$ cat src/rtl/lsu_mem_access_pkg.sv
// Shared LSU types: FSM state encoding, funct3 constants and lane/legality helpers.
package lsu_mem_access_pkg;

  typedef enum logic [1:0] {IDLE, ACC0, ACC1, DONE} lsu_state_e;

  localparam logic [2:0] F3_B  = 3'd0;
  localparam logic [2:0] F3_H  = 3'd1;
  localparam logic [2:0] F3_W  = 3'd2;
  localparam logic [2:0] F3_BU = 3'd4;
  localparam logic [2:0] F3_HU = 3'd5;

  function automatic logic [3:0] size_mask(input logic [2:0] f3);
    case (f3[1:0])
      2'd0:    return 4'h1;
      2'd1:    return 4'h3;
      default: return 4'hF;
    endcase
  endfunction

  function automatic logic [2:0] size_bytes(input logic [2:0] f3);
    case (f3[1:0])
      2'd0:    return 3'd1;
      2'd1:    return 3'd2;
      default: return 3'd4;
    endcase
  endfunction

  function automatic logic [3:0] lane_be(input logic [2:0] f3, input logic [1:0] off, input logic hi);
    logic [7:0] be8;
    be8 = {4'b0, size_mask(f3)} << off;
    return hi ? be8[7:4] : be8[3:0];
  endfunction

  function automatic logic [31:0] lane_wd(input logic [2:0] f3, input logic [1:0] off,
                                          input logic [31:0] wdata, input logic hi);
    logic [3:0]  sm;
    logic [31:0] bm;
    logic [63:0] wd64;
    sm   = size_mask(f3);
    bm   = {{8{sm[3]}}, {8{sm[2]}}, {8{sm[1]}}, {8{sm[0]}}};
    wd64 = {32'b0, wdata & bm} << {off, 3'b000};
    return hi ? wd64[63:32] : wd64[31:0];
  endfunction

  function automatic logic f3_illegal(input logic we, input logic [2:0] f3);
    if (we) return f3 > F3_W;
    return (f3 == 3'd3) || (f3[2:1] == 2'b11);
  endfunction

  function automatic logic misaligned(input logic [2:0] f3, input logic [1:0] off);
    case (f3[1:0])
      2'd1:    return off[0];
      2'd2:    return |off;
      default: return 1'b0;
    endcase
  endfunction

  function automatic logic spans(input logic [2:0] f3, input logic [1:0] off);
    return ({1'b0, off} + size_bytes(f3)) > 3'd4;
  endfunction

endpackage

$ cat src/rtl/lsu_mem_access_if.sv
// Request/response and word-memory bus between datapath, LSU and data memory.
interface lsu_mem_access_if #(parameter int ADDR_W = 32);
  logic              req;
  logic              we;
  logic [2:0]        funct3;
  logic [ADDR_W-1:0] addr;
  logic [31:0]       wdata;
  logic              busy;
  logic              done;
  logic              fault;
  logic [31:0]       rdata;
  logic [ADDR_W-1:0] m_addr;
  logic              m_we;
  logic [3:0]        m_be;
  logic [31:0]       m_wdata;
  logic [31:0]       m_rdata;

  modport master (output req, we, funct3, addr, wdata, m_rdata,
                  input  busy, done, fault, rdata, m_addr, m_we, m_be, m_wdata);
  modport slave  (input  req, we, funct3, addr, wdata, m_rdata,
                  output busy, done, fault, rdata, m_addr, m_we, m_be, m_wdata);
endinterface

$ cat src/rtl/lsu_mem_access_load_ext.sv
// Load data alignment: shifts {hi, lo} down by the byte offset, then sign/zero-extends.
module lsu_load_ext
  import lsu_mem_access_pkg::*;
(
  input  logic [63:0] data,
  input  logic [1:0]  off,
  input  logic [2:0]  funct3,
  output logic [31:0] rdata
);
  logic [31:0] v;

  assign v = 32'(data >> {off, 3'b000});

  always_comb begin
    rdata = v;
    case (funct3)
      F3_B:    rdata = {{24{v[7]}}, v[7:0]};
      F3_H:    rdata = {{16{v[15]}}, v[15:0]};
      F3_BU:   rdata = {24'b0, v[7:0]};
      F3_HU:   rdata = {16'b0, v[15:0]};
      default: rdata = v;
    endcase
  end
endmodule

$ cat src/rtl/lsu_mem_access.sv
// Multi-cycle RISC-V load/store unit over a word-organised memory.
// Define LSU_MISALIGNED_EN to split misaligned h/hu/w accesses across two words.
module lsu_mem_access
  import lsu_mem_access_pkg::*;
#(parameter int ADDR_W = 32)
(
  input logic           clk,
  input logic           rst,
  lsu_mem_access_if.slave bus
);
  lsu_state_e        state;
  logic              we_q;
  logic [2:0]        f3_q;
  logic [1:0]        off_q;
  logic              busy_r, done_r, fault_r, m_we_r;
  logic [3:0]        m_be_r;
  logic [31:0]       rdata_r, m_wdata_r;
  logic [ADDR_W-1:0] m_addr_r;
  logic [1:0]        off_in;
  logic              reject_in;
  logic [63:0]       ext_data;
  logic [31:0]       ext_rdata;

  assign off_in = bus.addr[1:0];

`ifdef LSU_MISALIGNED_EN
  logic        span_q;
  logic [3:0]  be_hi_q;
  logic [31:0] wd_hi_q, lo_q;
  assign reject_in = f3_illegal(bus.we, bus.funct3);
  assign ext_data  = (state == ACC1) ? {bus.m_rdata, lo_q} : {bus.m_rdata, bus.m_rdata};
`else
  assign reject_in = f3_illegal(bus.we, bus.funct3) | misaligned(bus.funct3, off_in);
  // Single-word loads never reach the upper half after the shift.
  assign ext_data  = {bus.m_rdata, bus.m_rdata};
`endif

  lsu_load_ext u_ext (.data(ext_data), .off(off_q), .funct3(f3_q), .rdata(ext_rdata));

  always_ff @(posedge clk or posedge rst) begin
    if (rst) begin
      state     <= IDLE;
      busy_r    <= 1'b0;
      done_r    <= 1'b0;
      fault_r   <= 1'b0;
      rdata_r   <= '0;
      m_addr_r  <= '0;
      m_we_r    <= 1'b0;
      m_be_r    <= '0;
      m_wdata_r <= '0;
      we_q      <= 1'b0;
      f3_q      <= '0;
      off_q     <= '0;
`ifdef LSU_MISALIGNED_EN
      span_q    <= 1'b0;
      be_hi_q   <= '0;
      wd_hi_q   <= '0;
      lo_q      <= '0;
`endif
    end else begin
      case (state)
        IDLE: if (bus.req) begin
          we_q   <= bus.we;
          f3_q   <= bus.funct3;
          off_q  <= off_in;
          busy_r <= 1'b1;
          if (reject_in) begin
            state   <= DONE;
            done_r  <= 1'b1;
            fault_r <= 1'b1;
            rdata_r <= '0;
          end else begin
            state    <= ACC0;
            m_addr_r <= {bus.addr[ADDR_W-1:2], 2'b00};
            m_we_r   <= bus.we;
            m_be_r   <= bus.we ? lane_be(bus.funct3, off_in, 1'b0) : 4'h0;
            if (bus.we) m_wdata_r <= lane_wd(bus.funct3, off_in, bus.wdata, 1'b0);
`ifdef LSU_MISALIGNED_EN
            span_q  <= spans(bus.funct3, off_in);
            be_hi_q <= lane_be(bus.funct3, off_in, 1'b1);
            wd_hi_q <= lane_wd(bus.funct3, off_in, bus.wdata, 1'b1);
`endif
          end
        end
        ACC0: begin
`ifdef LSU_MISALIGNED_EN
          if (span_q) begin
            lo_q     <= bus.m_rdata;
            state    <= ACC1;
            m_addr_r <= m_addr_r + ADDR_W'(4);
            m_be_r   <= we_q ? be_hi_q : 4'h0;
            if (we_q) m_wdata_r <= wd_hi_q;
          end else
`endif
          begin
            state   <= DONE;
            done_r  <= 1'b1;
            fault_r <= 1'b0;
            if (!we_q) rdata_r <= ext_rdata;
            m_we_r  <= 1'b0;
            m_be_r  <= 4'h0;
          end
        end
`ifdef LSU_MISALIGNED_EN
        ACC1: begin
          state   <= DONE;
          done_r  <= 1'b1;
          fault_r <= 1'b0;
          if (!we_q) rdata_r <= ext_rdata;
          m_we_r  <= 1'b0;
          m_be_r  <= 4'h0;
        end
`endif
        DONE: begin
          state  <= IDLE;
          done_r <= 1'b0;
          busy_r <= 1'b0;
        end
        default: state <= IDLE;
      endcase
    end
  end

  assign bus.busy    = busy_r;
  assign bus.done    = done_r;
  assign bus.fault   = fault_r;
  assign bus.rdata   = rdata_r;
  assign bus.m_addr  = m_addr_r;
  assign bus.m_we    = m_we_r;
  assign bus.m_be    = m_be_r;
  assign bus.m_wdata = m_wdata_r;
endmodule

$ cat src/flat_wrapper.sv
// flat-port wrapper written by rule: the top's interface ports become plain ports
module lsu_mem_access_flat import lsu_mem_access_pkg::*;
#(parameter int ADDR_W = 32)
  (clk, rst, bus_req, bus_we, bus_funct3, bus_addr, bus_wdata, bus_m_rdata, bus_busy, bus_done, bus_fault, bus_rdata, bus_m_addr, bus_m_we, bus_m_be, bus_m_wdata);
  lsu_mem_access_if #(.ADDR_W(ADDR_W)) bus_i ();
  input logic clk;
  input logic rst;
  input wire logic [$bits(bus_i.req)-1:0] bus_req;
  input wire logic [$bits(bus_i.we)-1:0] bus_we;
  input wire logic [$bits(bus_i.funct3)-1:0] bus_funct3;
  input wire logic [$bits(bus_i.addr)-1:0] bus_addr;
  input wire logic [$bits(bus_i.wdata)-1:0] bus_wdata;
  input wire logic [$bits(bus_i.m_rdata)-1:0] bus_m_rdata;
  output wire logic [$bits(bus_i.busy)-1:0] bus_busy;
  output wire logic [$bits(bus_i.done)-1:0] bus_done;
  output wire logic [$bits(bus_i.fault)-1:0] bus_fault;
  output wire logic [$bits(bus_i.rdata)-1:0] bus_rdata;
  output wire logic [$bits(bus_i.m_addr)-1:0] bus_m_addr;
  output wire logic [$bits(bus_i.m_we)-1:0] bus_m_we;
  output wire logic [$bits(bus_i.m_be)-1:0] bus_m_be;
  output wire logic [$bits(bus_i.m_wdata)-1:0] bus_m_wdata;
  assign bus_i.req = bus_req;
  assign bus_i.we = bus_we;
  assign bus_i.funct3 = bus_funct3;
  assign bus_i.addr = bus_addr;
  assign bus_i.wdata = bus_wdata;
  assign bus_i.m_rdata = bus_m_rdata;
  assign bus_busy = bus_i.busy;
  assign bus_done = bus_i.done;
  assign bus_fault = bus_i.fault;
  assign bus_rdata = bus_i.rdata;
  assign bus_m_addr = bus_i.m_addr;
  assign bus_m_we = bus_i.m_we;
  assign bus_m_be = bus_i.m_be;
  assign bus_m_wdata = bus_i.m_wdata;
  lsu_mem_access #(.ADDR_W(ADDR_W)) u_core (.clk(clk), .rst(rst), .bus(bus_i));
endmodule
$ cat config.mk
export PLATFORM = sky130hd
export DESIGN_NAME = lsu_mem_access_flat
export DESIGN_NICKNAME = d
export VERILOG_FILES = /design/src/rtl/lsu_mem_access_pkg.sv /design/src/rtl/lsu_mem_access_if.sv /design/src/rtl/lsu_mem_access_load_ext.sv /design/src/rtl/lsu_mem_access.sv /design/src/flat_wrapper.sv
export SDC_FILE = /design/constraint.sdc
export NUM_CORES = 1
export LEC_CHECK = 0
export ABC_AREA = 1
export CORE_ASPECT_RATIO = 0.7
export CORE_UTILIZATION = 35
export CTS_CLUSTER_DIAMETER = 60
export DETAILED_ROUTE_END_ITERATION = 8
export SKIP_CTS_REPAIR_TIMING = 1
export SYNTH_ARGS = -nofsm -noshare
export SYNTH_HDL_FRONTEND = slang
export SYNTH_HIERARCHICAL = 1
export SYNTH_SLANG_ARGS = --single-unit
$ cat constraint.sdc
create_clock -name clk -period 4.5 [get_ports clk]
set_clock_uncertainty 0.15 [all_clocks]
set_input_delay 0.9 -clock clk [delete_from_list [all_inputs] [get_ports clk]]
set_output_delay 0.9 -clock clk [all_outputs]
set_load 0.03 [all_outputs]
==> flow_metrics.env <==
export IMPL_yosysSeqAreaShare=0.417
export IMPL_ys_ff_latch=110
export IMPL_detail_route_vias_per_cell=4.85
export IMPL_cts_sinks=110
export IMPL_ioPinCount=207
export IMPL_core_region_area_um2=18200
export IMPL_max_slew_margin_rel=0.416
export IMPL_place_congestion=0.875
export IMPL_fp_row_count=41
export IMPL_antenna_left=0
export IMPL_path_clk_slew_ps=70
export IMPL_worst_skew_pair_late_latency_ps=350
export IMPL_r2r_end="u_core/bus.rdata[14]$_DFFE_PP0P_"
export IMPL_critical_path_class="flip-flop to flip-flop"
export IMPL_rr_worst_depth=10
export IMPL_crit_arrival_ps=3100
export IMPL_tightest_slew_ps=872
export IMPL_rrSetupSlack_ps=1530
export IMPL_postLayoutCoreUtil=0.493
export IMPL_yosysWarnings=6
export IMPL_status="finished with violations"
export IMPL_yosysTopAreaCell="dfrtp_1"
export IMPL_path_max_fanout=50
export IMPL_ir_drop_mv=0.290
export IMPL_grt_pass1_vias=5914
export IMPL_slew_viol_final=0
export IMPL_max_stage_delay_ps=640
export IMPL_num_vias=6620
export IMPL_yosysUniqueCellTypes=33
export IMPL_worstPathRequired_ps=4640
export IMPL_initial_core_util=0.362
export IMPL_drive_above_1_share=0.0566
export IMPL_fin_crit_sh=0.659
export IMPL_synth_top_cell_area_share=0.417
export IMPL_synth_async_sr_flop_share=1.00
export IMPL_first_pass_iters=7
export IMPL_wire_per_inst_um=14.8
export IMPL_crit_path_top_delay_cell="inv_2"
export IMPL_syn_to_final_growth_pct=35.9
export IMPL_nFillCells=1841
export IMPL_cpMostUsedCell="nand2_1"
export IMPL_floorplan_die_area_um2=19400
export IMPL_portBuffers=204
export IMPL_rsz0062_at_grt="no"
export IMPL_cp_startpoint="u_core/off_q[0]$_DFFE_PP0P_"
export IMPL_fmax_ghz=0.337
export IMPL_final_setup_tns_ps=0
export IMPL_syn_inst=963
export IMPL_grt_ovfl_total=0
export IMPL_r2r_start="u_core/off_q[0]$_DFFE_PP0P_"
export IMPL_die_x_um=166
export IMPL_p_leak_nw=4.60
export IMPL_worstPathCellList="buf_4 -> inv_2 -> nand2_1 -> nand3_1 -> nand3_2 -> nand2_1 -> inv_1 -> nor2_1 -> nand3_1 -> nand2_1"
export IMPL_drt_total_wl_um=20200
export IMPL_synth_top_flop_cell="dfrtp_1"
export IMPL_cp_end_kind="flip-flop"
export IMPL_route_detailed_drc=14
export IMPL_cts_tree="built"
export IMPL_cts_max_level=3
export IMPL_grt_pass1_wl_um=32100
export IMPL_cts_buffer_depth=2
export IMPL_yosys_top_cells_count="419 x nand2_1, 176 x nand3_1, 110 x dfrtp_1, 55 x inv_1, 44 x nor2_1"
export IMPL_hold_path_class="flip-flop to flip-flop"
export IMPL_antenna_found_initial=0
export IMPL_maxCapViolCount=0
export IMPL_antenna_cells=0
export IMPL_grt_usage=0.209
export IMPL_nets=1232
export IMPL_grt_max_degree=68
export IMPL_startpoint_type="flip-flop"
export IMPL_violations="DRC"
export IMPL_finalHoldViolations=0
export IMPL_dp_hpwl_um=14100
export IMPL_worstSetupEndpoint="u_core/bus.rdata[14]$_DFFE_PP0P_"
export IMPL_synth_edf_count=0
export IMPL_cts_root_buffer_cell="clkbuf_16"
export IMPL_cts_made_buffers=9
export IMPL_period_minus_slack_ps=2970
export IMPL_synth_top_cells_by_area="dfrtp_1 42%, nand2_1 24%, nand3_1 13%"
export IMPL_syn_cell_area_um2=6600
export IMPL_yosysMostFrequentCell="nand2_1"
export IMPL_first_iter_violations=667
export IMPL_die_h_um=117
export IMPL_p_per_area_nw_per_um2=660
export IMPL_avgSynthCellArea_um2=6.85
export IMPL_setup_violations=0
[how the worst min path moves through the flow]
stage / start / to / slack (ps) / depth (start not counted)
after floorplan: u_core/f3_q[1]$_DFFE_PP0P_ / u_core/f3_q[1]$_DFFE_PP0P_ / 320 / 2
after global placement: u_core/bus.m_wdata[2]$_DFFE_PP0P_ / u_core/bus.m_wdata[2]$_DFFE_PP0P_ / 300 / 2
after detailed placement: u_core/bus.m_wdata[2]$_DFFE_PP0P_ / u_core/bus.m_wdata[2]$_DFFE_PP0P_ / 310 / 2
after CTS: u_core/bus.m_wdata[2]$_DFFE_PP0P_ / u_core/bus.m_wdata[2]$_DFFE_PP0P_ / 330 / 2
after global routing: u_core/bus.m_addr[13]$_DFFE_PP0P_ / u_core/bus.m_addr[13]$_DFFE_PP0P_ / 350 / 2
final: u_core/bus.m_addr[17]$_DFFE_PP0P_ / u_core/bus.m_addr[17]$_DFFE_PP0P_ / 320 / 2
[power breakdown]
part,switching [mW],internal [mW]
clock network,0.400,0.389
logic,2.18,1.26
registers,0.300,1.39
[worst max-delay path: cells and delay by family, from the launching register on]
family | cells | cell delay [ps]
buf+inv | 3 | 1020
flops | 1 | 370
simple gates | 7 | 1340
[cell usage in the layout, fill, tap and decap left out, types with 4 or more instances in the layout]
master,instances
buf_4,13
a32oi_1,7
ha_1,4
clkbuf_16,9
nand3_2,15
nand2_1,419
clkdlybuf4s50_1,204
nor2_1,44
dfrtp_1,110
nand3_1,176
inv_2,6
a21oi_1,12
inv_1,54
nand2_2,5
o21ai_0,19
nor3_1,8
[layout make-up]
type / count / area [um2] / share of cell area
sequential: 110 / 2750 / 0.307
timing repair buffer: 218 / 2160 / 0.241
clock buffer: 9 / 225 / 0.0251
tap: 236 / 295 / 0.0329
clock inverter: 7 / 68.8 / 0.00767
multi-input combinational: 723 / 3230 / 0.360
inverter: 63 / 241 / 0.0269
[kinds of logic after synthesis]
| group | count (synthesis) | synth area share |
|---|---|---|
| other cells | 1 | 0.000568 |
| flops | 110 | 0.417 |
| compound gates | 43 | 0.0396 |
| fa+ha+maj | 4 | 0.00758 |
| buf+inv | 131 | 0.0942 |
| simple gates | 674 | 0.441 |
[per-layer routing]
| metal | share of wire | global-route usage | vias up |
|---|---|---|---|
| li1 | - | - | 3371 |
| met1 | 0.51 | 0.323 | 3002 |
| met2 | 0.41 | 0.295 | 237 |
| met3 | 0.071 | 0.0430 | 10 |
| met4 | 0.0079 | 0.0480 | 0 |
| met5 | 0 | 0 | - |
[sequential cells by signal, indices dropped and copies added (netlist names)]
| name | cells |
|---|---|
| u_core/bus.m_wdata | 32 |
| u_core/bus.rdata | 32 |
| u_core/bus.m_addr | 30 |
| u_core/bus.m_be | 4 |
| u_core/f3_q | 3 |
| u_core/off_q | 2 |
| u_core/state | 2 |
| u_core/bus.busy | 1 |
| u_core/bus.done | 1 |
| u_core/bus.fault | 1 |
| u_core/bus.m_we | 1 |
| u_core/we_q | 1 |
[stage by stage]
step	worst slack (ps)	std cells	hold WS (ps)	power, mW	instance area, um2
final	1530	1366	323	5.93	8970
after global routing	1280	1366	347	6.39	8970
after CTS	1580	1366	327	5.96	8970
after detailed placement	1220	1350	308	5.15	8680
after global placement	1270	1350	303	5.14	8680
after floorplan	548	964	325	3.94	6600
Power figures use the tool's default switching activity.
